--- src/rtl/data_select_master_if.sv ---
// data_select_master_if: request, processor and response signals of the
// select-processor initiator. master = initiator side, slave = environment.
interface data_select_master_if;
  logic       req_valid;
  logic       req_ready;
  logic [7:0] req_a;
  logic [7:0] req_b;
  logic [1:0] req_op;
  logic [7:0] dp_a;
  logic [7:0] dp_b;
  logic [1:0] dp_select;
  logic [8:0] dp_c;
  logic       rsp_valid;
  logic       rsp_ready;
  logic [8:0] rsp_data;
  logic [7:0] rsp_sat;
  logic       rsp_ovf;
  logic [1:0] rsp_op;
  logic [7:0] ovf_cnt;

  modport master (
    input  req_valid, req_a, req_b, req_op,
    input  dp_c, rsp_ready,
    output req_ready, dp_a, dp_b, dp_select,
    output rsp_valid, rsp_data, rsp_sat,
    output rsp_ovf, rsp_op, ovf_cnt
  );

  modport slave (
    output req_valid, req_a, req_b, req_op,
    output dp_c, rsp_ready,
    input  req_ready, dp_a, dp_b, dp_select,
    input  rsp_valid, rsp_data, rsp_sat,
    input  rsp_ovf, rsp_op, ovf_cnt
  );
endinterface

--- src/rtl/data_select_master.sv ---
// data_select_master: one-at-a-time initiator for the registered signed
// select processor; returns raw, saturated and overflow-flagged results.
// Ports: clk, rst (sync, active high), bus (master modport):
//   req_* in/ready out, dp_* to processor, dp_c back, rsp_* out/ready in,
//   ovf_cnt = saturating count of overflowing results.
module data_select_master #(
  parameter int LAT = 1
) (
  input logic                 clk,
  input logic                 rst,
  data_select_master_if.master bus
);

  typedef enum logic [1:0] {
    IDLE,
    WAIT,
    RESP
  } state_e;

  localparam logic [2:0] LAT_C = 3'(LAT);

  state_e     state_q, state_d;
  logic [2:0] cnt_q, cnt_d;
  logic [7:0] a_q, a_d;
  logic [7:0] b_q, b_d;
  logic [1:0] sel_q, sel_d;
  logic       rv_q, rv_d;
  logic [8:0] data_q, data_d;
  logic [7:0] sat_q, sat_d;
  logic       ovf_q, ovf_d;
  logic [1:0] op_q, op_d;
  logic [7:0] oc_q, oc_d;

  logic       pos_ovf;
  logic       neg_ovf;
  logic [7:0] sat_c;

  // 9-bit value leaves the 8-bit range exactly when bits 8 and 7 differ.
  assign pos_ovf = ~bus.dp_c[8] & bus.dp_c[7];
  assign neg_ovf = bus.dp_c[8] & ~bus.dp_c[7];

  always_comb begin
    sat_c = bus.dp_c[7:0];
    unique case (1'b1)
      pos_ovf: sat_c = 8'h7F;
      neg_ovf: sat_c = 8'h80;
      default: sat_c = bus.dp_c[7:0];
    endcase
  end

  always_comb begin
    state_d = state_q;
    cnt_d   = cnt_q;
    a_d     = a_q;
    b_d     = b_q;
    sel_d   = sel_q;
    rv_d    = rv_q;
    data_d  = data_q;
    sat_d   = sat_q;
    ovf_d   = ovf_q;
    op_d    = op_q;
    oc_d    = oc_q;
    unique case (state_q)
      IDLE: begin
        if (bus.req_valid) begin
          a_d     = bus.req_a;
          b_d     = bus.req_b;
          sel_d   = bus.req_op;
          cnt_d   = LAT_C;
          state_d = WAIT;
        end
      end
      WAIT: begin
        if (cnt_q == 3'd0) begin
          data_d  = bus.dp_c;
          sat_d   = sat_c;
          ovf_d   = pos_ovf | neg_ovf;
          op_d    = sel_q;
          rv_d    = 1'b1;
          state_d = RESP;
          if ((pos_ovf | neg_ovf) && oc_q != 8'hFF)
            oc_d = oc_q + 8'd1;
        end else begin
          cnt_d = cnt_q - 3'd1;
        end
      end
      RESP: begin
        if (bus.rsp_ready) begin
          rv_d    = 1'b0;
          state_d = IDLE;
        end
      end
      default: state_d = IDLE;
    endcase
  end

  always_ff @(posedge clk) begin
    if (rst) begin
      state_q <= IDLE;
      cnt_q   <= '0;
      a_q     <= '0;
      b_q     <= '0;
      sel_q   <= '0;
      rv_q    <= 1'b0;
      data_q  <= '0;
      sat_q   <= '0;
      ovf_q   <= 1'b0;
      op_q    <= '0;
      oc_q    <= '0;
    end else begin
      state_q <= state_d;
      cnt_q   <= cnt_d;
      a_q     <= a_d;
      b_q     <= b_d;
      sel_q   <= sel_d;
      rv_q    <= rv_d;
      data_q  <= data_d;
      sat_q   <= sat_d;
      ovf_q   <= ovf_d;
      op_q    <= op_d;
      oc_q    <= oc_d;
    end
  end

  // Ready is gated by rst so it reads 0 throughout reset.
  assign bus.req_ready = (state_q == IDLE) && !rst;
  assign bus.dp_a      = a_q;
  assign bus.dp_b      = b_q;
  assign bus.dp_select = sel_q;
  assign bus.rsp_valid = rv_q;
  assign bus.rsp_data  = data_q;
  assign bus.rsp_sat   = sat_q;
  assign bus.rsp_ovf   = ovf_q;
  assign bus.rsp_op    = op_q;
  assign bus.ovf_cnt   = oc_q;

endmodule
--- src/flat_wrapper.sv ---
// flat-port wrapper written by rule: the top's interface ports become plain ports
module data_select_master_flat 
#(
  parameter int LAT = 1
)
  (clk, rst, bus_req_valid, bus_req_a, bus_req_b, bus_req_op, bus_dp_c, bus_rsp_ready, bus_req_ready, bus_dp_a, bus_dp_b, bus_dp_select, bus_rsp_valid, bus_rsp_data, bus_rsp_sat, bus_rsp_ovf, bus_rsp_op, bus_ovf_cnt);
  data_select_master_if bus_i ();
  input logic clk;
  input logic rst;
  input wire logic [$bits(bus_i.req_valid)-1:0] bus_req_valid;
  input wire logic [$bits(bus_i.req_a)-1:0] bus_req_a;
  input wire logic [$bits(bus_i.req_b)-1:0] bus_req_b;
  input wire logic [$bits(bus_i.req_op)-1:0] bus_req_op;
  input wire logic [$bits(bus_i.dp_c)-1:0] bus_dp_c;
  input wire logic [$bits(bus_i.rsp_ready)-1:0] bus_rsp_ready;
  output wire logic [$bits(bus_i.req_ready)-1:0] bus_req_ready;
  output wire logic [$bits(bus_i.dp_a)-1:0] bus_dp_a;
  output wire logic [$bits(bus_i.dp_b)-1:0] bus_dp_b;
  output wire logic [$bits(bus_i.dp_select)-1:0] bus_dp_select;
  output wire logic [$bits(bus_i.rsp_valid)-1:0] bus_rsp_valid;
  output wire logic [$bits(bus_i.rsp_data)-1:0] bus_rsp_data;
  output wire logic [$bits(bus_i.rsp_sat)-1:0] bus_rsp_sat;
  output wire logic [$bits(bus_i.rsp_ovf)-1:0] bus_rsp_ovf;
  output wire logic [$bits(bus_i.rsp_op)-1:0] bus_rsp_op;
  output wire logic [$bits(bus_i.ovf_cnt)-1:0] bus_ovf_cnt;
  assign bus_i.req_valid = bus_req_valid;
  assign bus_i.req_a = bus_req_a;
  assign bus_i.req_b = bus_req_b;
  assign bus_i.req_op = bus_req_op;
  assign bus_i.dp_c = bus_dp_c;
  assign bus_i.rsp_ready = bus_rsp_ready;
  assign bus_req_ready = bus_i.req_ready;
  assign bus_dp_a = bus_i.dp_a;
  assign bus_dp_b = bus_i.dp_b;
  assign bus_dp_select = bus_i.dp_select;
  assign bus_rsp_valid = bus_i.rsp_valid;
  assign bus_rsp_data = bus_i.rsp_data;
  assign bus_rsp_sat = bus_i.rsp_sat;
  assign bus_rsp_ovf = bus_i.rsp_ovf;
  assign bus_rsp_op = bus_i.rsp_op;
  assign bus_ovf_cnt = bus_i.ovf_cnt;
  data_select_master #(.LAT(LAT)) u_core (.clk(clk), .rst(rst), .bus(bus_i));
endmodule
--- config.mk ---
export PLATFORM = sky130hd
export DESIGN_NAME = data_select_master_flat
export DESIGN_NICKNAME = d
export VERILOG_FILES = /design/src/rtl/data_select_master_if.sv /design/src/rtl/data_select_master.sv /design/src/flat_wrapper.sv
export SDC_FILE = /design/constraint.sdc
export NUM_CORES = 1
export LEC_CHECK = 0
export BUFFER_PORTS_ARGS = -buffer_cell sky130_fd_sc_hd__clkbuf_2
export CAP_MARGIN = 25
export CORE_MARGIN = 2
export CORE_UTILIZATION = 52
export CTS_CLUSTER_DIAMETER = 30
export CTS_CLUSTER_SIZE = 25
export DETAILED_ROUTE_END_ITERATION = 16
export PLACE_DENSITY = 0.84
export SLEW_MARGIN = 20
export SYNTH_ARGS = -nofsm -noshare
export SYNTH_HDL_FRONTEND = slang
export SYNTH_SLANG_ARGS = --single-unit
export TNS_END_PERCENT = 30
--- constraint.sdc ---
create_clock -name clk -period 3 [get_ports clk]
set_clock_uncertainty 0.15 [all_clocks]
set_input_delay 0.3 -clock clk [delete_from_list [all_inputs] [get_ports clk]]
set_output_delay 0.3 -clock clk [all_outputs]
set_load 0.005 [all_outputs]
==> flow_metrics.env <==
export IMPL_netlist_area_um2=2091
export IMPL_vias=1868
export IMPL_cts_setup_buffers=0
export IMPL_peakVddDrop_v=0.0003281
export IMPL_status="completed"
export IMPL_dpl_worst_slack_ns=0.7438
export IMPL_hold_buffers=0
export IMPL_yosys_most_used_dff="dfxtp_1"
export IMPL_ctsResizeCount=0
export IMPL_drv_cap=0
export IMPL_rr_worst_depth=6
export IMPL_core_area_um2=3943
export IMPL_place_inst=363
export IMPL_cts_root_to_sink_buffers=2
export IMPL_cts_sinks=52
export IMPL_synth_mux_area_share_pct=3.651
export IMPL_grt_overflow_total=0
export IMPL_synth_top_family_by_area="simple AND/OR/NAND/NOR gates"
export IMPL_ys_top_cells_by_count="64 x nand2_1, 52 x dfxtp_1, 34 x a21oi_1"
export IMPL_power_uw=1364
export IMPL_yosysTopAreaCell="dfxtp_1"
export IMPL_clk_pin_slew_worst_paths_ns=0.09
export IMPL_power_leakage_uw=0.001135
export IMPL_drc=0
export IMPL_ant_nets=0
export IMPL_setup_viol=0
export IMPL_synthDistinctLibCells=30
export IMPL_synth_top_area_share_pct=49.79
export IMPL_finalHoldViolCount=0
export IMPL_rsz0062_at_grt="no"
export IMPL_rows=23
export IMPL_root_buffer="clkbuf_8"
export IMPL_cts_buffers=5
export IMPL_critPathCaptureType="flip-flop"
export IMPL_stdcell_count=370
export IMPL_startpoint="u_core.cnt_q[0]"
export IMPL_critical_path_class="reg -> reg"
export IMPL_final_fill_count=342
export IMPL_max_freq_mhz=436.9
export IMPL_grtUsageTotal_pct=19.68
export IMPL_postLayoutSetupSlackWorst_ns=0.7110
export IMPL_area_delta_synth_final_pct=23.64
export IMPL_worstHoldPathType="in -> reg"
export IMPL_syn_nets=284
export IMPL_tns_ns=0
export IMPL_cts_tree="yes"
export IMPL_initial_core_util_pct=53.03
export IMPL_die_area_um2=4544
export IMPL_drive_gt1_share_pct=30.00
export IMPL_utilization_pct=65.57
export IMPL_routed_wirelength_um=4422
export IMPL_clk_latency_ns=0.31
export IMPL_grt_pass1_wl_um=6720
export IMPL_grt_pass1_vias=1516
export IMPL_antenna_found_initial=0
export IMPL_fin_nets=356
export IMPL_yosys_area_share_simple_pct=25.97
export IMPL_io_buffers=78
export IMPL_synthAdderAreaFrac_pct=2.992
export IMPL_cp_arrival_ns=2.34
export IMPL_r2r_end="u_core.bus.ovf_cnt[7]"
export IMPL_die_w_um=67.41
export IMPL_crit_end="u_core.bus.ovf_cnt[7]"
export IMPL_synth_seq_cells=52
export IMPL_vias_per_cell=5.049
export IMPL_first_pass_iters=4
export IMPL_powerDensity_nw_per_um2=527.7
export IMPL_drt_initial_drc_count=98
export IMPL_synth_edf_count=0
export IMPL_synth_most_common_cell="nand2_1"
export IMPL_synth_xor_area_share_pct=0.8378
export IMPL_ios=79
export IMPL_crit_path_start_kind="flip-flop"
export IMPL_syn_avg_cell_area_um2=8.430
export IMPL_min_period_ns=2.289
export IMPL_reg2reg_from="u_core.cnt_q[0]"
export IMPL_gp_congestion=0.9389
export IMPL_postSynth_asyncResetShare_pct=0
export IMPL_wl_per_cell_um=11.95
export IMPL_fin_crit_sh_pct=76.30
export IMPL_worst_slew_pin_slew_ns=0.6879
export IMPL_syn_instance_count=248
export IMPL_drv_slew=0
export IMPL_netlist_top_cells_area="dfxtp_1 50%, nand2_1 11%, a21oi_1 8.1%, a211oi_1 3.6%, nor2_1 3.4%"
export IMPL_hpwl_um=3220
export IMPL_critPathMaxFanout=21
export IMPL_relSlewSlack_pct=54.14
export IMPL_grt_start_max_net_pins=34
export IMPL_cp_required_ns=3.05
export IMPL_synth_warnings=0
export IMPL_r2r_slack_ns=0.71
export IMPL_fp_dieH_um=67.41
export IMPL_synth_compound_area_share_pct=13.17
export IMPL_diodes=0
export IMPL_yosysSeqAreaShare_pct=49.79
export IMPL_htreeDepth=2
==> critical path, stage by stage, from the launching register on <==
cell and delay [ns]:
dfxtp_1 0.31, inv_1 0.11, ha_1 0.24, nand4bb_4 0.33, a211oi_4 0.46, nor3b_1 0.26, mux2_1 0.33
==> per-layer routing <==
layer | wire length (µm) | up-vias | track usage, %
met5 | 0 | - | 0
met4 | 60 | 0 | 6.888
met3 | 216 | 7 | 6.333
met2 | 2153 | 49 | 30.94
met1 | 1992 | 843 | 25.42
li1 | - | 969 | -
==> flip-flops by register name, indices dropped and copies added, names as in the netlist <==
register              cells
u_core.bus.rsp_data       9
u_core.bus.dp_a           8
u_core.bus.dp_b           8
u_core.bus.ovf_cnt        8
u_core.bus.rsp_sat        8
u_core.cnt_q              3
u_core.bus.dp_select      2
u_core.bus.rsp_op         2
u_core.state_q            2
u_core.bus.rsp_ovf        1
u_core.bus.rsp_valid      1
==> cell usage in the layout (no fill, tap or decap), types with 2 or more instances in the layout <==
cell type  Yosys  layout
nand3b_1       2       2
mux2_1         2       2
nor3_1         9       9
a21oi_1       34      34
buf_4          0       2
mux2_2         3       3
clkbuf_2       0      78
nand3_1        3       3
nor2b_1        7       7
a211oi_1      10      10
nor3b_1        3       2
nand2_1       64      64
nand2b_1       2       2
clkbuf_8       0       5
nand4_1        2       2
dfxtp_1       52      52
mux2i_1        2       2
nor2_1        19      19
inv_1          4       4
ha_1           5       5
==> where the power goes <==
part	switching [µW]	leakage, µW	total [µW]	internal [µW]
sequential	27.0	0.000424	763	736
clock	222	0.0000400	380	158
combinational	126	0.000670	221	95.1
==> final cells by class <==
cell class | instances | area (µm²) | share of cell area (%)
Sequential cell | 52 | 1041 | 40.27
Clock inverter | 2 | 12.51 | 0.4840
Tap cell | 50 | 62.56 | 2.420
Inverter | 4 | 15.01 | 0.5808
Clock buffer | 5 | 68.82 | 2.662
Timing Repair Buffer | 80 | 405.4 | 15.68
Multi-Input combinational cell | 177 | 979.7 | 37.90
==> worst min-delay path by stage <==
stage / slack [ns] / cells after the start / end / startpoint
2_1_floorplan: 0.29 / 2 / u_core.bus.dp_a[0] / bus_req_a[0]
3_3_place_gp: 0.29 / 2 / u_core.bus.dp_a[1] / u_core.bus.dp_a[1]
3_5_place_dp: 0.30 / 2 / u_core.bus.dp_a[4] / u_core.bus.dp_a[4]
4_1_cts: 0.05 / 3 / u_core.bus.dp_b[2] / bus_req_b[2]
5_1_grt: 0.05 / 3 / u_core.bus.dp_a[6] / bus_req_a[6]
6_report: 0.05 / 3 / u_core.bus.dp_b[2] / bus_req_b[2]
==> through the flow <==
step                      hold WS (ns)  cell area [µm²]
after CTS                      0.04567             2585
after global routing           0.04896             2585
after global placement          0.2908             2504
after detailed placement        0.2954             2504
after floorplan                 0.2860             2091
final                          0.05349             2585
==> cell families after synthesis <==
| kind of cell | Yosys count |
|---|---|
| buffers and inverters | 19 |
| AND/OR/NAND/NOR | 117 |
| adder cells (fa/ha/maj) | 5 |
| AO/OA/AOI/OAI | 46 |
| flip-flops | 52 |
| XOR/XNOR | 2 |
| multiplexers | 7 |
Power figures use the tool's default switching activity.
